==> src/rtl/pc_pkg.sv <==
// Shared definitions for the program-counter generator: FSM states,
// default vectors and the target alignment test.
package pc_pkg;

    typedef enum logic {
        RUN  = 1'b0,
        PEND = 1'b1
    } pc_state_t;

    localparam int unsigned DEFAULT_XLEN         = 32;
    localparam int unsigned DEFAULT_CNT_W        = 16;
    localparam logic [31:0] DEFAULT_RESET_VECTOR = 32'h0000_0000;
    localparam logic [31:0] DEFAULT_TRAP_VECTOR  = 32'h0000_0080;

    // Instruction fetch targets must be word aligned.
    function automatic logic is_misaligned(input logic [1:0] low_bits);
        return low_bits != 2'b00;
    endfunction

endpackage

==> src/rtl/pc_gen_sat_counter.sv <==
// Saturating up-counter: increments on inc and sticks at all-ones.
module sat_counter #(
    parameter int unsigned W = 16
) (
    input  logic         clk,
    input  logic         reset,
    input  logic         inc,
    output logic [W-1:0] count
);

    always_ff @(posedge clk) begin
        if (reset) begin
            count <= '0;
        end else if (inc && (count != '1)) begin
            count <= count + W'(1);
        end
    end

endmodule

==> src/rtl/pc_gen.sv <==
// Fetch program counter: sequential advance, trap/branch/jump redirects
// with a pending slot that holds a redirect requested while fetch is stalled.
module pc_gen
    import pc_pkg::*;
#(
    parameter int unsigned     XLEN         = DEFAULT_XLEN,
    parameter logic [XLEN-1:0] RESET_VECTOR = XLEN'(DEFAULT_RESET_VECTOR),
    parameter logic [XLEN-1:0] TRAP_VECTOR  = XLEN'(DEFAULT_TRAP_VECTOR),
    parameter int unsigned     CNT_W        = DEFAULT_CNT_W
) (
    input  logic             clk,
    input  logic             reset,
    input  logic             stall,
    input  logic             trap_valid,
    input  logic [XLEN-1:0]  trap_target,
    input  logic             branch_valid,
    input  logic [XLEN-1:0]  branch_target,
    input  logic             jump_valid,
    input  logic [XLEN-1:0]  jump_target,
    output logic [XLEN-1:0]  pc,
    output logic [XLEN-1:0]  pc_plus4,
    output logic             redirect_pending,
    output logic             misaligned,
    output logic [XLEN-1:0]  bad_addr,
    output logic [CNT_W-1:0] redirect_cnt
);

    pc_state_t       state, state_next;
    logic [XLEN-1:0] pending_target, pending_next;
    logic [XLEN-1:0] pc_next;
    logic [XLEN-1:0] bad_addr_next;
    logic            misaligned_next;
    logic            redirect_inc;

    logic            req_valid;
    logic [XLEN-1:0] req_target;
    logic [XLEN-1:0] apply_target;
    logic            apply_redirect;

    assign pc_plus4         = pc + XLEN'(4);
    assign redirect_pending = (state == PEND);

    // Branch outranks jump; the loser of a same-cycle pair is dropped.
    assign req_valid  = branch_valid | jump_valid;
    assign req_target = branch_valid ? branch_target : jump_target;

    always_comb begin
        state_next      = state;
        pending_next    = pending_target;
        pc_next         = pc;
        bad_addr_next   = bad_addr;
        misaligned_next = 1'b0;
        redirect_inc    = 1'b0;
        apply_redirect  = 1'b0;
        apply_target    = req_target;

        if (trap_valid) begin
            pc_next      = trap_target;
            pending_next = '0;
            state_next   = RUN;
            redirect_inc = 1'b1;
        end else if (req_valid) begin
            if (stall) begin
                // Newest request overwrites any older pending target.
                pending_next = req_target;
                state_next   = PEND;
            end else begin
                apply_redirect = 1'b1;
                apply_target   = req_target;
            end
        end else if (state == PEND) begin
            if (!stall) begin
                apply_redirect = 1'b1;
                apply_target   = pending_target;
            end
        end else if (!stall) begin
            pc_next = pc_plus4;
        end

        // Alignment is checked when a target is actually loaded into pc.
        if (apply_redirect) begin
            state_next   = RUN;
            redirect_inc = 1'b1;
            if (is_misaligned(apply_target[1:0])) begin
                pc_next         = TRAP_VECTOR;
                misaligned_next = 1'b1;
                bad_addr_next   = apply_target;
            end else begin
                pc_next = apply_target;
            end
        end
    end

    always_ff @(posedge clk) begin
        if (reset) begin
            state          <= RUN;
            pc             <= RESET_VECTOR;
            pending_target <= '0;
            misaligned     <= 1'b0;
            bad_addr       <= '0;
        end else begin
            state          <= state_next;
            pc             <= pc_next;
            pending_target <= pending_next;
            misaligned     <= misaligned_next;
            bad_addr       <= bad_addr_next;
        end
    end

    sat_counter #(
        .W (CNT_W)
    ) u_redirect_cnt (
        .clk   (clk),
        .reset (reset),
        .inc   (redirect_inc),
        .count (redirect_cnt)
    );

endmodule

==> config.mk <==
export PLATFORM = sky130hd
export DESIGN_NAME = pc_gen
export DESIGN_NICKNAME = d
export VERILOG_FILES = /design/src/rtl/pc_pkg.sv /design/src/rtl/pc_gen_sat_counter.sv /design/src/rtl/pc_gen.sv
export SDC_FILE = /design/constraint.sdc
export NUM_CORES = 1
export LEC_CHECK = 0
export CORE_UTILIZATION = 30
export DETAILED_ROUTE_END_ITERATION = 6
export SKIP_CTS_REPAIR_TIMING = 1
export SLEW_MARGIN = 20
export SYNTH_ARGS = -nofsm -noshare
export SYNTH_HDL_FRONTEND = slang
export SYNTH_SLANG_ARGS = --single-unit
==> constraint.sdc <==
create_clock -name clk -period 2.1 [get_ports clk]
set_clock_uncertainty 0.1 [all_clocks]
set_input_delay 0.315 -clock clk [delete_from_list [all_inputs] [get_ports clk]]
set_output_delay 0.315 -clock clk [all_outputs]
set_load 0.02 [all_outputs]
==> run summary <==
Clk root buf - clkbuf_16
Slew Viols, Final - 0
Max Cap Viol - 0
Synth cell types - 58
Layout cells sized above 1 - 0.294
Mapped Avg Cell Area - 7.75 sq um
Synth top area share - 0.347
Routed WL - 26.3 mm
Pre-CTS setup slack - -556 ps
# DRC - 0
Part of the cycle the worst path needs - 1.16
Pwr Density - 627 nW/um^2
HP Class - in2reg
Starting Density - 0.310
Top post-synthesis cells by area - dfxtp_1, nand2_1, a21oi_1
Total global-route track usage - 0.231
Final worst setup slack - -332 ps
Final setup violation count - 23
Wire length of the first global-routing pass - 39.8 mm
EDFF count, synth - 0
Final min period - 2430 ps
Reg-to-reg endpoint - pc[27]$_SDFFE_PP0P_
Hold_sp - reset
Buffers on Ports - 215
Filler Cells Inserted - 1984
Die footprint - 22500 sq um
Post-synth ARST share - 0
Nets@finish - 1301
H-tree lvl count - 4
FMAX - 411 MHz
CTS tree - done
Synthesized flop and latch total - 114
Drt first pass iters - 5
Antenna Nets Post-Route - 0
Post-synth top cells - dfxtp_1, nand2_1, nor2_1
Synth Flop Type - dfxtp_1
Worst Hold Path EP - u_redirect_cnt.count[8]$_SDFFE_PP0P_
Worst endpoint data arrival time - 2020 ps
Failing checks - negative setup slack
GR Overflow Total - 0
Synthesis warning total - 0
# IOs - 216
Antenna violations before repair - 4
Average wire per standard cell - 17.7 microns
Row count - 53
Via/cell ratio - 5.24
Slew margin rel. - 0.723
CP Capture Type - primary output
Max clock buf depth - 2
Die height - 150 microns
Sequential area share after synthesis - 0.347
LEAKAGE - 4.56 nW
RSZ-0062 raised after global routing - true
Maximum vdd drop - 0.519 mV
Worst hold path cell count - 3
CTS buffer count - 17
Largest net degree at the start of global routing - 50
Count leader, synth - dfxtp_1
Post-layout util - 0.535
Area growth, synth to finish - 73.0%
Total power - 0.00712 W
Crit Path Max Fanout - 6
CTS clk-pin slew, worst paths - 60 ps
Post-place instance area - 10300 sq um
Final hold vios - 0
Core area - 21200 sq um
Crit path kind - reg2out
Later-pin clock latency in the skew report - 410 ps
Vias in the first global route - 7285
Detailed Route Iter0 Violations - 502
Reg2reg path depth - 9
Post-route cell area - 11400 sq um
Crit start category - flip-flop
Worst r2r src - pc[2]$_SDFFE_PP0P_
Detail Placement HPWL - 19.8 mm
R2R Setup Slk - -30 ps
Synth Net Count - 952
WP data required - 1680 ps
Status - finished with violations
Die Wd - 150 microns
Mapped cell area - 6570 sq um
Dominant cell type by area after synthesis - dfxtp_1
Cells after Synth - 848
Vias - 7791
GPL Wtd Cong - 0.854
# clock sinks - 114
Slew at the pin with the worst max-slew slack - 412 ps
==> report_power, final <==
| part | total (W) | internal (W) | switching [W] |
|---|---|---|---|
| Combinational | 0.00157 | 0.000772 | 0.000800 |
| Clock | 0.00320 | 0.00216 | 0.00104 |
| Sequential | 0.00235 | 0.00228 | 0.0000789 |
==> metrics by stage <==
stage	hold WS [ps]	instances	setup TNS, ps
global placement	341	1439	-29010
floorplan	363	848	-38.3
CTS	285	1471	-19000
global route	288	1486	-6370
finish	296	1487	-4400
detailed placement	345	1439	-32610
==> cell families after synthesis <==
group	after synthesis	synth area share
flops	114	0.347
compound gates	232	0.229
xor+xnor	39	0.0520
buf+inv	84	0.0571
fa+ha+maj	2	0.00381
mux	41	0.0640
simple gates	336	0.247
==> worst max-delay path: stages, from the launching register on <==
cell and delay, ps:
dfxtp_2 360, nand3_4 100, or3_4 470, o31a_1 310
or2_4 240, buf_6 130
==> placed cells by master (no fill, tap or decap), types with 21 or more instances in the layout <==
| master | netlist | final |
|---|---|---|
| o211ai_1 | 21 | 21 |
| buf_4 | 6 | 191 |
| nand3_1 | 33 | 23 |
| nor2_1 | 82 | 80 |
| a211oi_1 | 35 | 35 |
| nor3_1 | 37 | 32 |
| o21ai_0 | 37 | 37 |
| mux2i_1 | 33 | 33 |
| dfxtp_1 | 114 | 93 |
| nand2_1 | 109 | 107 |
| a21oi_1 | 81 | 79 |
| clkdlybuf4s50_1 | 0 | 181 |
==> layer usage <==
layer / share of wire / vias up / wire (microns) / track usage
li1: - / 3804 / - / -
met1: 0.43 / 3642 / 11200 / 0.287
met2: 0.48 / 291 / 12500 / 0.383
met3: 0.068 / 50 / 1770 / 0.0570
met4: 0.029 / 4 / 760 / 0.0859
met5: 0.00080 / - / 21 / 0
==> flip-flops by register name, summed over array words and instances (netlist names) <==
| signal | count |
|---|---|
| misaligned | 1 |
| bad_addr | 32 |
| u_redirect_cnt.count | 16 |
| pending_target | 32 |
| pc | 32 |
| redirect_pending | 1 |
==> cell type report <==
type | count | area (sq um) | area share
inverters | 7 | 26.3 | 0.00231
repair buffers | 406 | 3660 | 0.322
clock buffers | 22 | 464 | 0.0409
well taps | 275 | 344 | 0.0303
multi-input cells | 651 | 4370 | 0.385
flip-flops and latches | 114 | 2310 | 0.203
clock inverters | 10 | 180 | 0.0159
diodes | 2 | 5.00 | 0.000440
==> how the worst max path moves through the flow <==
stage,from,to,slack [ps],cells after the start
floorplan,pc[11]$_SDFFE_PP0P_,pc_plus4[25],-10,6
global placement,stall,pc[31]$_SDFFE_PP0P_,-530,7
detailed placement,stall,pc[31]$_SDFFE_PP0P_,-560,7
CTS,pc[3]$_SDFFE_PP0P_,pc_plus4[20],-910,6
global route,pc[14]$_SDFFE_PP0P_,pc_plus4[26],-390,5
finish,pc[15]$_SDFFE_PP0P_,pc_plus4[26],-330,5
(Power assumes the default switching activity.)
==> variant 1: new RTL, same settings <==
Change the package constant `DEFAULT_CNT_W` from 16 to 32.
--- a/src/rtl/pc_pkg.sv
+++ b/src/rtl/pc_pkg.sv
@@ -8,7 +8,7 @@
     } pc_state_t;
 
     localparam int unsigned DEFAULT_XLEN         = 32;
-    localparam int unsigned DEFAULT_CNT_W        = 16;
+    localparam int unsigned DEFAULT_CNT_W        = 32;
     localparam logic [31:0] DEFAULT_RESET_VECTOR = 32'h0000_0000;
     localparam logic [31:0] DEFAULT_TRAP_VECTOR  = 32'h0000_0080;
 
Interface: changed (resized redirect_cnt); port bits go from 216 to 232. The function was not compared with the original's and may differ.
==> variant 1 against the unedited design <==
The flow still finishes with violations (negative setup slack); setup slack got worse by 0.23 ns; routed wire length rose by 8.6%; sequential cell count rose by 16; area after synthesis rose by 7.2%; final area rose by 8.5%; largest cell class unchanged; total power rose by 6.0%; combinational power rose by 6%; synthesized cell count rose by 3.4%; maximum frequency fell by 8.6%.
==> variant 1: results <==
{
  "seq_area_frac_synth_pct": 37.0,
  "whs_endpoint": "u_redirect_cnt.count[7]",
  "slew_headroom_pct": 52.1,
  "hold_depth": 2,
  "grt_max_degree": 64,
  "drive_gt1_share_pct": 29.5,
  "cts-htree-levels": 4,
  "final_net_count": 1380,
  "clock_latency_ns": 0.43,
  "grtUsageTotal_pct": 22.8,
  "cp_max_fo": 8,
  "io_buffer_count": 231,
  "path_delay_family": "simple AND/OR/NAND/NOR gates",
  "hpwl_um": 21200,
  "grt_util_met2_pct": 37.2,
  "synth_fa_ha_area_share_pct": 0.355,
  "wl_per_cell_um": 17.8,
  "dr.pass1.iters": 6,
  "grt_use_met3_pct": 6.52,
  "synth_nets": 981,
  "muxShareOfSynthArea_pct": 7.25,
  "violations": "negative setup slack",
  "postSynthCellCount": 877,
  "p_comb_mw": 1.66,
  "synthXorXnorAreaFrac_pct": 7.07,
  "via_per_inst": 5.03,
  "gp_congestion": 0.870,
  "yosys.cell_types.count": 60,
  "dpl_cell_area_um2": 11100,
  "p_int_mw": 5.47,
  "grt_pass1_vias": 7482,
  "power_frac_clock_pct": 42.9,
  "drt_iter0_drc": 446,
  "crit_slowest_cell": "dfxtp_4",
  "synth_commonest_cells": "155 x nor2_1, 130 x dfxtp_1, 70 x a21oi_1, 70 x nand2_1, 47 x a211oi_1",
  "grt_use_met1_pct": 28.7,
  "place_inst": 1547,
  "grt_pass1_wl_um": 42000,
  "power_frac_comb_pct": 21.9,
  "setup-tns-final_ns": -8.49,
  "synth_area_leaders": "dfxtp_1 37%, nor2_1 8.3%, a211oi_1 5.0%",
  "status": "complete, but fails checks",
  "r2r_setup_slack_ns": -0.08,
  "p_leak_nw": 5.13,
  "synth_compound_area_share_pct": 18.0,
  "setup_slack_ns": -0.562,
  "critPathMaxStageDelay_ns": 0.36,
  "cp.arrival_ns": 2.25,
  "routed_wirelength_um": 28500,
  "ir_drop_mv": 0.553,
  "setup_viol": 29,
  "fin_hold_ws_ns": 0.136,
  "place_ws_ns": -0.628,
  "antenna_found_initial": 1
}
variant 1: worst max-delay path by stage:
| stage | endpoint | from | slack (ns) | cells after the start |
|---|---|---|---|---|
| floorplan | pc_plus4[28] | pc[2] | -0.10 | 6 |
| global placement | pc[18] | jump_valid | -0.59 | 9 |
| detailed placement | pc[18] | stall | -0.63 | 9 |
| CTS | pc_plus4[28] | pc[2] | -0.99 | 7 |
| global route | pc_plus4[31] | pc[2] | -0.64 | 7 |
| finish | pc_plus4[31] | pc[2] | -0.56 | 7 |
variant 1: routing by layer:
layer  vias to the layer above  part of all wire [%]
met1                      3793                    43
met3                        39                   7.9
met5                         -                     0
met4                         0                   2.6
li1                       3944                     -
met2                       295                    47
variant 1: layout make-up:
type | instances | area (µm²)
antenna | 1 | 2.50
clock buffer | 21 | 460
clock inverter | 11 | 178
fill | 2140 | 10500
inverter | 16 | 60.1
multi-input combinational | 667 | 4550
sequential | 130 | 2630
tap | 313 | 392
timing repair buffer | 444 | 4060
==> variant 2: new RTL, same settings <==
Without the edit above. Take the reset off `pending_target` and `bad_addr` and load them in a clocked block of their own.
--- a/src/rtl/pc_gen.sv
+++ b/src/rtl/pc_gen.sv
@@ -95,16 +95,17 @@
         if (reset) begin
             state          <= RUN;
             pc             <= RESET_VECTOR;
-            pending_target <= '0;
             misaligned     <= 1'b0;
-            bad_addr       <= '0;
         end else begin
             state          <= state_next;
             pc             <= pc_next;
-            pending_target <= pending_next;
             misaligned     <= misaligned_next;
-            bad_addr       <= bad_addr_next;
         end
+    end
+
+    always_ff @(posedge clk) begin
+        pending_target <= pending_next;
+        bad_addr       <= bad_addr_next;
     end
 
     sat_counter #(
Function: changed (a bounded check fails within 4 cycles, from zero or initial values and one cycle with reset high).
==> variant 2 against the unedited design <==
The flow still finishes with violations (negative setup slack); area after synthesis is 0.34% lower; final area is 1.6% lower; total power is 2.9% lower; sequential cell count stayed put; synthesized cell count is 17% lower; routed wire length is 8.0% lower; largest power group unchanged; setup slack worse by 0.15 ns; highest routed layer is now met4.
==> variant 2: results <==
{
  "setup_viol": 23,
  "grt_max_degree": 32,
  "hold_depth": 2,
  "wl_per_cell_um": 18.0,
  "postSynthCellCount": 707,
  "fill_cells": 1960,
  "cp.arrival_ns": 2.17,
  "drt_iter0_drc": 328,
  "violations": "negative setup slack",
  "wl_met2_um": 11600,
  "synth_fa_ha_area_share_pct": 0.382,
  "p_leak_nw": 4.54,
  "p_int_mw": 4.94,
  "p_per_area_nw_per_um2": 619,
  "ir_drop_mv": 0.386,
  "place_inst": 1291,
  "r2r_end": "pc[21]",
  "hpwl_um": 17900,
  "grt_pass1_wl_um": 36000,
  "yosys.cell_types.count": 71,
  "synth_commonest_cells": "102 x nor2_1, 82 x dfxtp_1, 44 x a21oi_1",
  "muxShareOfSynthArea_pct": 11.1,
  "synth_compound_area_share_pct": 17.6,
  "cp_max_fo": 4,
  "setup_slack_ns": -0.486,
  "power_frac_comb_pct": 22.5,
  "met3WireLength_um": 1490,
  "status": "complete, but fails checks",
  "dpl_cell_area_um2": 10200,
  "tightest_slew_ns": 0.485
}
-- variant 2: cell count changes after synthesis, moves of 11 or more --
| cell | delta |
|---|---|
| a211oi_1 | -14 |
| a21oi_1 | -37 |
| clkbuf_1 | -15 |
| dfxtp_1 | -32 |
| edfxtp_1 | +32 |
| mux2_2 | +23 |
| nand2_1 | -70 |
| nand3_1 | -14 |
| nor2_1 | +20 |
| nor3_1 | -26 |
| o211ai_1 | -18 |
| o21ai_0 | -16 |
| xnor2_1 | -13 |
| xor2_1 | +11 |
-- variant 2: area by class of cell --
type | count | share of cell area [%]
clock inverters | 15 | 1.46
flip-flops and latches | 114 | 23.7
well taps | 275 | 3.08
multi-input cells | 527 | 35.6
diodes | 3 | 0.0672
repair buffers | 383 | 31.9
inverters | 11 | 0.403
clock buffers | 17 | 3.81
-- variant 2: worst max-delay path, cell delays in order (launching register included) --
cell     delay [ns]
dfxtp_4        0.37
nand4_1        0.14
or3_4          0.47
buf_8          0.16
buf_6          0.11
nor4_4         0.22
or2_4          0.17
buf_6          0.11
